File: config.mk
export PLATFORM = sky130hd
export DESIGN_NAME = fifo_rd_stream_flat
export DESIGN_NICKNAME = d
export VERILOG_FILES = /design/src/rtl/fifo_rd_stream_if.sv /design/src/rtl/fifo_rd_stream.sv /design/src/flat_wrapper.sv
export SDC_FILE = /design/constraint.sdc
export NUM_CORES = 1
export LEC_CHECK = 0
export CORE_MARGIN = 3
export CORE_UTILIZATION = 35
export DETAILED_ROUTE_END_ITERATION = 12
export GPL_TIMING_DRIVEN = 1
export PLACE_DENSITY = 0.55
export SETUP_SLACK_MARGIN = 0.1
export SLEW_MARGIN = 20
export SYNTH_ARGS = -nofsm -noshare
export SYNTH_HDL_FRONTEND = slang
export SYNTH_SLANG_ARGS = --single-unit
File: constraint.sdc
create_clock -name rd_clk -period 6.25 [get_ports rd_clk]
set_clock_uncertainty 0.05 [all_clocks]
set_input_delay 1.25 -clock rd_clk [delete_from_list [all_inputs] [get_ports rd_clk]]
set_output_delay 1.25 -clock rd_clk [all_outputs]
set_load 0.03 [all_outputs]
File: src/rtl/fifo_rd_stream_if.sv
// Signal bundle between the FIFO read port, the drain stage and the stream consumer.
// master = the drain stage; slave = the FIFO plus the consumer around it.
interface fifo_rd_stream_if #(
  parameter int WIDTH = 8,
  parameter int CNT_W = 16
);
  logic             fifo_empty;
  logic             fifo_rd_en;
  logic [WIDTH-1:0] fifo_rd_data;
  logic             m_valid;
  logic             m_ready;
  logic [WIDTH-1:0] m_data;
  logic [1:0]       buf_level;
  logic [CNT_W-1:0] xfer_count;

  modport master (
    input  fifo_empty,
    input  fifo_rd_data,
    input  m_ready,
    output fifo_rd_en,
    output m_valid,
    output m_data,
    output buf_level,
    output xfer_count
  );

  modport slave (
    output fifo_empty,
    output fifo_rd_data,
    output m_ready,
    input  fifo_rd_en,
    input  m_valid,
    input  m_data,
    input  buf_level,
    input  xfer_count
  );
endinterface

File: src/rtl/fifo_rd_stream.sv
// Read-side drain stage: turns the FIFO pop/empty port (1-cycle read latency)
// into a valid/ready stream through a 2-entry prefetch buffer.
module fifo_rd_stream #(
  parameter int WIDTH = 8,
  parameter int CNT_W = 16
) (
  input  logic           rd_clk,
  input  logic           rd_rst_n,
  fifo_rd_stream_if.master bus
);

  logic [1:0]       level;
  logic             pend;
  logic             head;
  logic             tail;
  logic [WIDTH-1:0] buf_mem [2];
  logic [CNT_W-1:0] xfer_cnt;

  logic             take;
  logic             pop;
  logic [2:0]       occ_next;

  // A pop is allowed only if the word it returns is guaranteed a free slot,
  // counting the word already in flight and the one leaving this cycle.
  always_comb begin
    take     = (level != 2'd0) & bus.m_ready;
    occ_next = {1'b0, level} + {2'b00, pend} - {2'b00, take};
    pop      = rd_rst_n & ~bus.fifo_empty & (occ_next < 3'd2);
  end

  always_ff @(posedge rd_clk) begin
    if (!rd_rst_n) begin
      level      <= 2'd0;
      pend       <= 1'b0;
      head       <= 1'b0;
      tail       <= 1'b0;
      buf_mem[0] <= '0;
      buf_mem[1] <= '0;
      xfer_cnt   <= '0;
    end else begin
      pend <= pop;
      if (pend) begin
        buf_mem[tail] <= bus.fifo_rd_data;
        tail          <= ~tail;
      end
      if (take) begin
        head     <= ~head;
        xfer_cnt <= xfer_cnt + 1'b1;
      end
      level <= level + {1'b0, pend} - {1'b0, take};
    end
  end

  assign bus.fifo_rd_en = pop;
  assign bus.m_valid    = (level != 2'd0);
  assign bus.m_data     = buf_mem[head];
  assign bus.buf_level  = level;
  assign bus.xfer_count = xfer_cnt;

endmodule

File: src/flat_wrapper.sv
// flat-port wrapper written by rule: the top's interface ports become plain ports
module fifo_rd_stream_flat 
#(
  parameter int WIDTH = 8,
  parameter int CNT_W = 16
)
  (rd_clk, rd_rst_n, bus_fifo_empty, bus_fifo_rd_data, bus_m_ready, bus_fifo_rd_en, bus_m_valid, bus_m_data, bus_buf_level, bus_xfer_count);
  fifo_rd_stream_if #(.WIDTH(WIDTH), .CNT_W(CNT_W)) bus_i ();
  input  logic rd_clk;
  input  logic rd_rst_n;
  input wire logic [$bits(bus_i.fifo_empty)-1:0] bus_fifo_empty;
  input wire logic [$bits(bus_i.fifo_rd_data)-1:0] bus_fifo_rd_data;
  input wire logic [$bits(bus_i.m_ready)-1:0] bus_m_ready;
  output wire logic [$bits(bus_i.fifo_rd_en)-1:0] bus_fifo_rd_en;
  output wire logic [$bits(bus_i.m_valid)-1:0] bus_m_valid;
  output wire logic [$bits(bus_i.m_data)-1:0] bus_m_data;
  output wire logic [$bits(bus_i.buf_level)-1:0] bus_buf_level;
  output wire logic [$bits(bus_i.xfer_count)-1:0] bus_xfer_count;
  assign bus_i.fifo_empty = bus_fifo_empty;
  assign bus_i.fifo_rd_data = bus_fifo_rd_data;
  assign bus_i.m_ready = bus_m_ready;
  assign bus_fifo_rd_en = bus_i.fifo_rd_en;
  assign bus_m_valid = bus_i.m_valid;
  assign bus_m_data = bus_i.m_data;
  assign bus_buf_level = bus_i.buf_level;
  assign bus_xfer_count = bus_i.xfer_count;
  fifo_rd_stream #(.WIDTH(WIDTH), .CNT_W(CNT_W)) u_core (.rd_clk(rd_clk), .rd_rst_n(rd_rst_n), .bus(bus_i));
endmodule
# Word level (Yosys, flattened, before mapping)
# Memories as Yosys holds them, arrays and structs flattened. A register that Yosys moved wholly into a read port is not among the register bits.
# Index checks and enable logic that the tools add are counted.
classes:
  eq_ne: 0
  n_shift: 0
  order_cmp: 1
  reduce_logical: 2
  bitwise_logic: 6
  addsub: 5
  muxes: 9
  n_div: 0
  multipliers: 0
op_table:
  columns: ["op", "n"]
  rows:
  - ["$add 16x1->16 const B", 1]
  - ["$mux 1", 8]
  - ["$mux 8", 1]
  - ["$reduce_or 8->1", 1]
  - ["$add 2x1->3", 1]
  - ["$and 1x1->1", 3]
  - ["$lt 3x2->1 const B", 1]
  - ["$not 1->1", 3]
  - ["$sub 3x1->3", 1]
  - ["$add 2x1->2", 1]
  - ["$reduce_bool 2->1", 1]
  - ["$sub 2x1->2", 1]
totals:
  ramBits: 16
  regBits: 21
  out_inout_bits: 28
  elab_cells: 29
  mem_count: 1
  rom_bits: 0
  inputBits: 12
  latchBits: 0
mem_list:
  columns: ["name", "words", "width", "read_ports", "rd_clocked_by_memory_dff", "write_ports", "line_no", "source"]
  rows:
  - ["u_core.buf_mem", 2, 8, 1, 1, 2, "fifo_rd_stream.sv:16", "logic [WIDTH-1:0] buf_mem [2];"]

# Logic depth before layout (Yosys ltp)
depth:
  ltp_word: 5
  mapped_depth: 10
  mapped_depth_nobuf: 9

# Worst setup path before layout
# Ideal clock, no wire load.
synth_path:
  kind: "input to output"
  from: "in bus_m_ready"
  to: "out bus_fifo_rd_en"
  path_slack_ns: 1.454
  stages: 9
  required_ns: 4.950
  n_path_buf: 1
  arrival_ns: 3.496
  path_cell_list: "nand2_2 inv_2 buf_6 ha_1 inv_1 ha_1 fa_1 xnor2_1 nor4b_1"
synth_via:
  elab_chain_len: 4
synth_rtl:
  columns: ["item", "line_no", "source"]
  rows:
  - ["from (decl)", "flat_wrapper.sv:13", "input wire logic [$bits(bus_i.m_ready)-1:0] bus_m_ready;"]
  - ["$and 1x1->1", "fifo_rd_stream.sv:26", "take = (level != 2'd0) & bus.m_ready;"]
  - ["named net u_core.take", "fifo_rd_stream.sv:19", "logic take;"]
  - ["$sub 3x1->3", "fifo_rd_stream.sv:27", "occ_next = {1'b0, level} + {2'b00, pend} - {2'b00, take};"]
  - ["$lt 3x2->1", "fifo_rd_stream.sv:28", "pop = rd_rst_n & ~bus.fifo_empty & (occ_next < 3'd2);"]
  - ["$and 1x1->1", "fifo_rd_stream.sv:28", null]
  - ["to (decl)", "flat_wrapper.sv:14", "output wire logic [$bits(bus_i.fifo_rd_en)-1:0] bus_fifo_rd_en;"]
# The timed path passes the listed nets, and every way through them passes these cells.

# Worst setup path in the final report
layout_path:
  from: "in bus_m_ready"
  to: "out bus_fifo_rd_en"
layout_via:
  elab_chain_len: 4
layout_rtl:
  columns: ["item", "line_no", "source"]
  rows:
  - ["$and 1x1->1", "fifo_rd_stream.sv:26", null]
  - ["$sub 3x1->3", "fifo_rd_stream.sv:27", null]
  - ["named net u_core.occ_next[1]", "fifo_rd_stream.sv:21", "logic [2:0] occ_next;"]
  - ["$lt 3x2->1", "fifo_rd_stream.sv:28", null]
  - ["$and 1x1->1", "fifo_rd_stream.sv:28", null]
# The timed path passes the listed nets, and every way through them passes these cells.

==> impl_metrics.csv <==
group,metric,value,unit
status,status,"complete, no violations",
route,wl_per_cell,13.2,um
sta,holdWs,0.426,ns
pwr,sw_frac_of_total,31.5,%
sta,drv_slew,0,
route,dr.max_layer_used,"met4",
cts,post_cts_buffers,0,
setup_path,endpoint_kind,"output port",
cells_and_area,seqCellArea,921,um^2
setup_path,cp_data_required_time,4.95,ns
cells_and_area,layout-drive-gt1-share,10.5,%
pwr,p_clk_share,26.2,%
cells_and_area,utilization,48.1,%
synthesis,yosysUniqueCellTypes,32,
global_route,antenna_found_initial,0,
global_route,grt_pass1_vias,1276,
pwr,seqPwrFrac,42.0,%
pwr,leakagePower,0.882,nW
cells_and_area,area_delta_synth_final,31.7,%
setup_path,cp-start-kind,"input pin",
setup_path,path_buf_inv,4,
cts,clk_path_buf_depth,2,
synthesis,yosysTopAreaCell,"edfxtp_1",
synthesis,synth_common_cells,"and2_1 (29), dfxtp_1 (22), edfxtp_1 (16)",
synthesis,netlist_area,1750,um^2
synthesis,yosys-top-cells-area,"edfxtp_1 (28%), dfxtp_1 (25%), and2_1 (10%), mux2_2 (5.2%), xnor2_1 (4.5%)",
synthesis,async_reset_ff_share,0,%
synthesis,yosysMostFrequentCell,"and2_1",
cells_and_area,fillCellCount,435,
route,totalWireLength,3520,um
placement,port-buffer-count,39,
pwr,p_total,0.773,mW
setup_path,crit_family,"buffers and inverters",
placement,place_area,2190,um^2
synthesis,syn_avg_cell_area,11.0,um^2
route,met2_length,1600,um
route,drc,0,
setup_path,critPathMaxFanout,11,
cts,clkTransAtPathRegs,0.07,ns
setup_path,crit_chain,"clkdlybuf4s50_1, nand2_2, inv_2, ha_1, inv_1, ha_1, fa_1, nor4b_1, clkdlybuf4s50_1",
route,wl_met3,192,um
die,dieHeight,76.6,um
pwr,combPwrFrac,31.8,%
pwr,ir_worst_vdd,0.137,mV
synthesis,synth_edf_count,16,
die,die_w,76.6,um
pwr,power.density,336,nW/um^2
sta,setup_violations,0,
cts,cts_made_buffers,5,
die,die_area,5870,um^2
route,postRouteAntennaNets,0,
die,core,4790,um^2
die,io_pins,40,
sta,min_period_over_period,84.4,%
sta,finalSetupTns,0,ns
cts,cts_resized,0,
route,wl_met1,1670,um
cts,cts_hold_buf,0,
cells_and_area,nets,215,
die,initial_core_util,36.5,%
job,cap_viol_max_count,0,
route,dr.pass1.iters,4,
global_route,grtUsageTotal,12.7,%
setup_path,crit_arrival,3.98,ns
sta,hold_viol_final,0,
sta,timing.fmax,190,MHz
synthesis,ys.flop_type,"dfxtp_1",
sta,worst_slew_pin_slew,0.874,ns
synthesis,ys_seq_elements,38,
sta,period_needed,5.28,ns
synthesis,netlist_instances,159,
global_route,grt_max_degree,31,
synthesis,syn_nets,175,
cts,cts_max_level,2,
pwr,internal_power,0.529,mW
synthesis,yosysWarnings,0,
global_route,grt_pass1_wl,5980,um
synthesis,synth_top_area_share,27.5,%
global_route,grt_overflow,0,
placement,gp_congestion,0.775,
die,rows,25,
cts,cts_tree,"yes",
setup_path,cp_slowest_cell,"clkdlybuf4s50_1",
cts,cts.sinks,38,
cts,cts-root-buf,"clkbuf_8",
pwr,p_sw,0.243,mW
cells_and_area,multi_input_area,769,um^2
sta,rsz0062_at_grt,"false",
route,drt-initial-drc-count,70,
sta,slew_headroom,41.5,%
setup_path,crit_type,"in2out",
setup_path,slowest_delay,0.74,ns
cells_and_area,diodes,0,
route,post_drt_via_cell_ratio,4.60,
route,vias,1228,
min_path,worst_hold_path_type,"reg2reg",
cells_and_area,final_area,2300,um^2
synthesis,yosysSeqAreaShare,52.7,%
placement,hpwl,2510,um
cts,clock_latency,0.29,ns
[final cells by class]
cell class / instances / area share, %
clock inverter: 3 / 1.74
clock buffer: 5 / 2.99
multi-input combinational: 108 / 33.5
tap: 67 / 3.65
inverter: 7 / 1.14
sequential: 38 / 40.0
timing repair buffer: 39 / 17.0
[worst paths after layout]
kind	from	endpoint	slack, ns	depth (start not counted)
max reg2reg	u_core.bus.buf_level[1]	u_core.pend	4.05	9
min reg2reg	u_core.bus.xfer_count[15]	u_core.bus.xfer_count[15]	0.43	2
min	u_core.bus.xfer_count[15]	u_core.bus.xfer_count[15]	0.43	2
max	bus_m_ready	bus_fifo_rd_en	0.97	9
[layer usage]
metal	vias up	global-route usage, %
met5	-	0
met1	564	15.9
met4	0	5.07
met2	40	20.6
met3	5	3.78
li1	619	-
[cells in the final DEF (no fill, tap or decap), types with 6 or more instances in the layout]
| master | n |
|---|---|
| dfxtp_1 | 22 |
| edfxtp_1 | 16 |
| mux2_2 | 8 |
| inv_1 | 6 |
| clkdlybuf4s50_1 | 39 |
| and2_1 | 29 |
| xnor2_1 | 9 |
| nand2_1 | 10 |
[flip-flops by register name, summed over array words and instances, names as in the netlist, named ones only]
name	flops
u_core.head	1
u_core.bus.xfer_count	16
u_core.bus.buf_level	2
u_core.buf_mem	16
u_core.pend	1
u_core.tail	1
[worst register-to-register path, stage by stage (launching register included)]
cell	delay (ns)
dfxtp_1	0.38
or2_4	0.26
nand2_2	0.08
inv_2	0.10
ha_1	0.29
inv_1	0.03
ha_1	0.18
fa_1	0.37
xnor2_1	0.15
nor4b_1	0.22
[power by group through the flow]
stage	combinational, mW	clock [mW]	sequential (mW)
after detailed placement	0.249	0	0.331
after global routing	0.266	0.218	0.329
after floorplan	0.159	0	0.331
after CTS	0.250	0.207	0.325
after global placement	0.245	0	0.329
final	0.246	0.202	0.324
[stage by stage]
| stage | setup slack, ns | instances |
|---|---|---|
| finish | 0.974 | 267 |
| global route | 0.821 | 267 |
| CTS | 0.960 | 267 |
| detailed placement | 0.968 | 259 |
| global placement | 0.973 | 259 |
| floorplan | 1.45 | 159 |
[logic make-up after synthesis]
family	share of synthesized area, %
DFF	52.7
adders and majority gates	3.30
muxes	6.88
AOI/OAI and AO/OA	1.93
buffers and inverters	3.22
and+or+nand+nor	24.9
xor gates and xnor gates	7.02
Note: power is estimated with default switching activity, not from simulation.
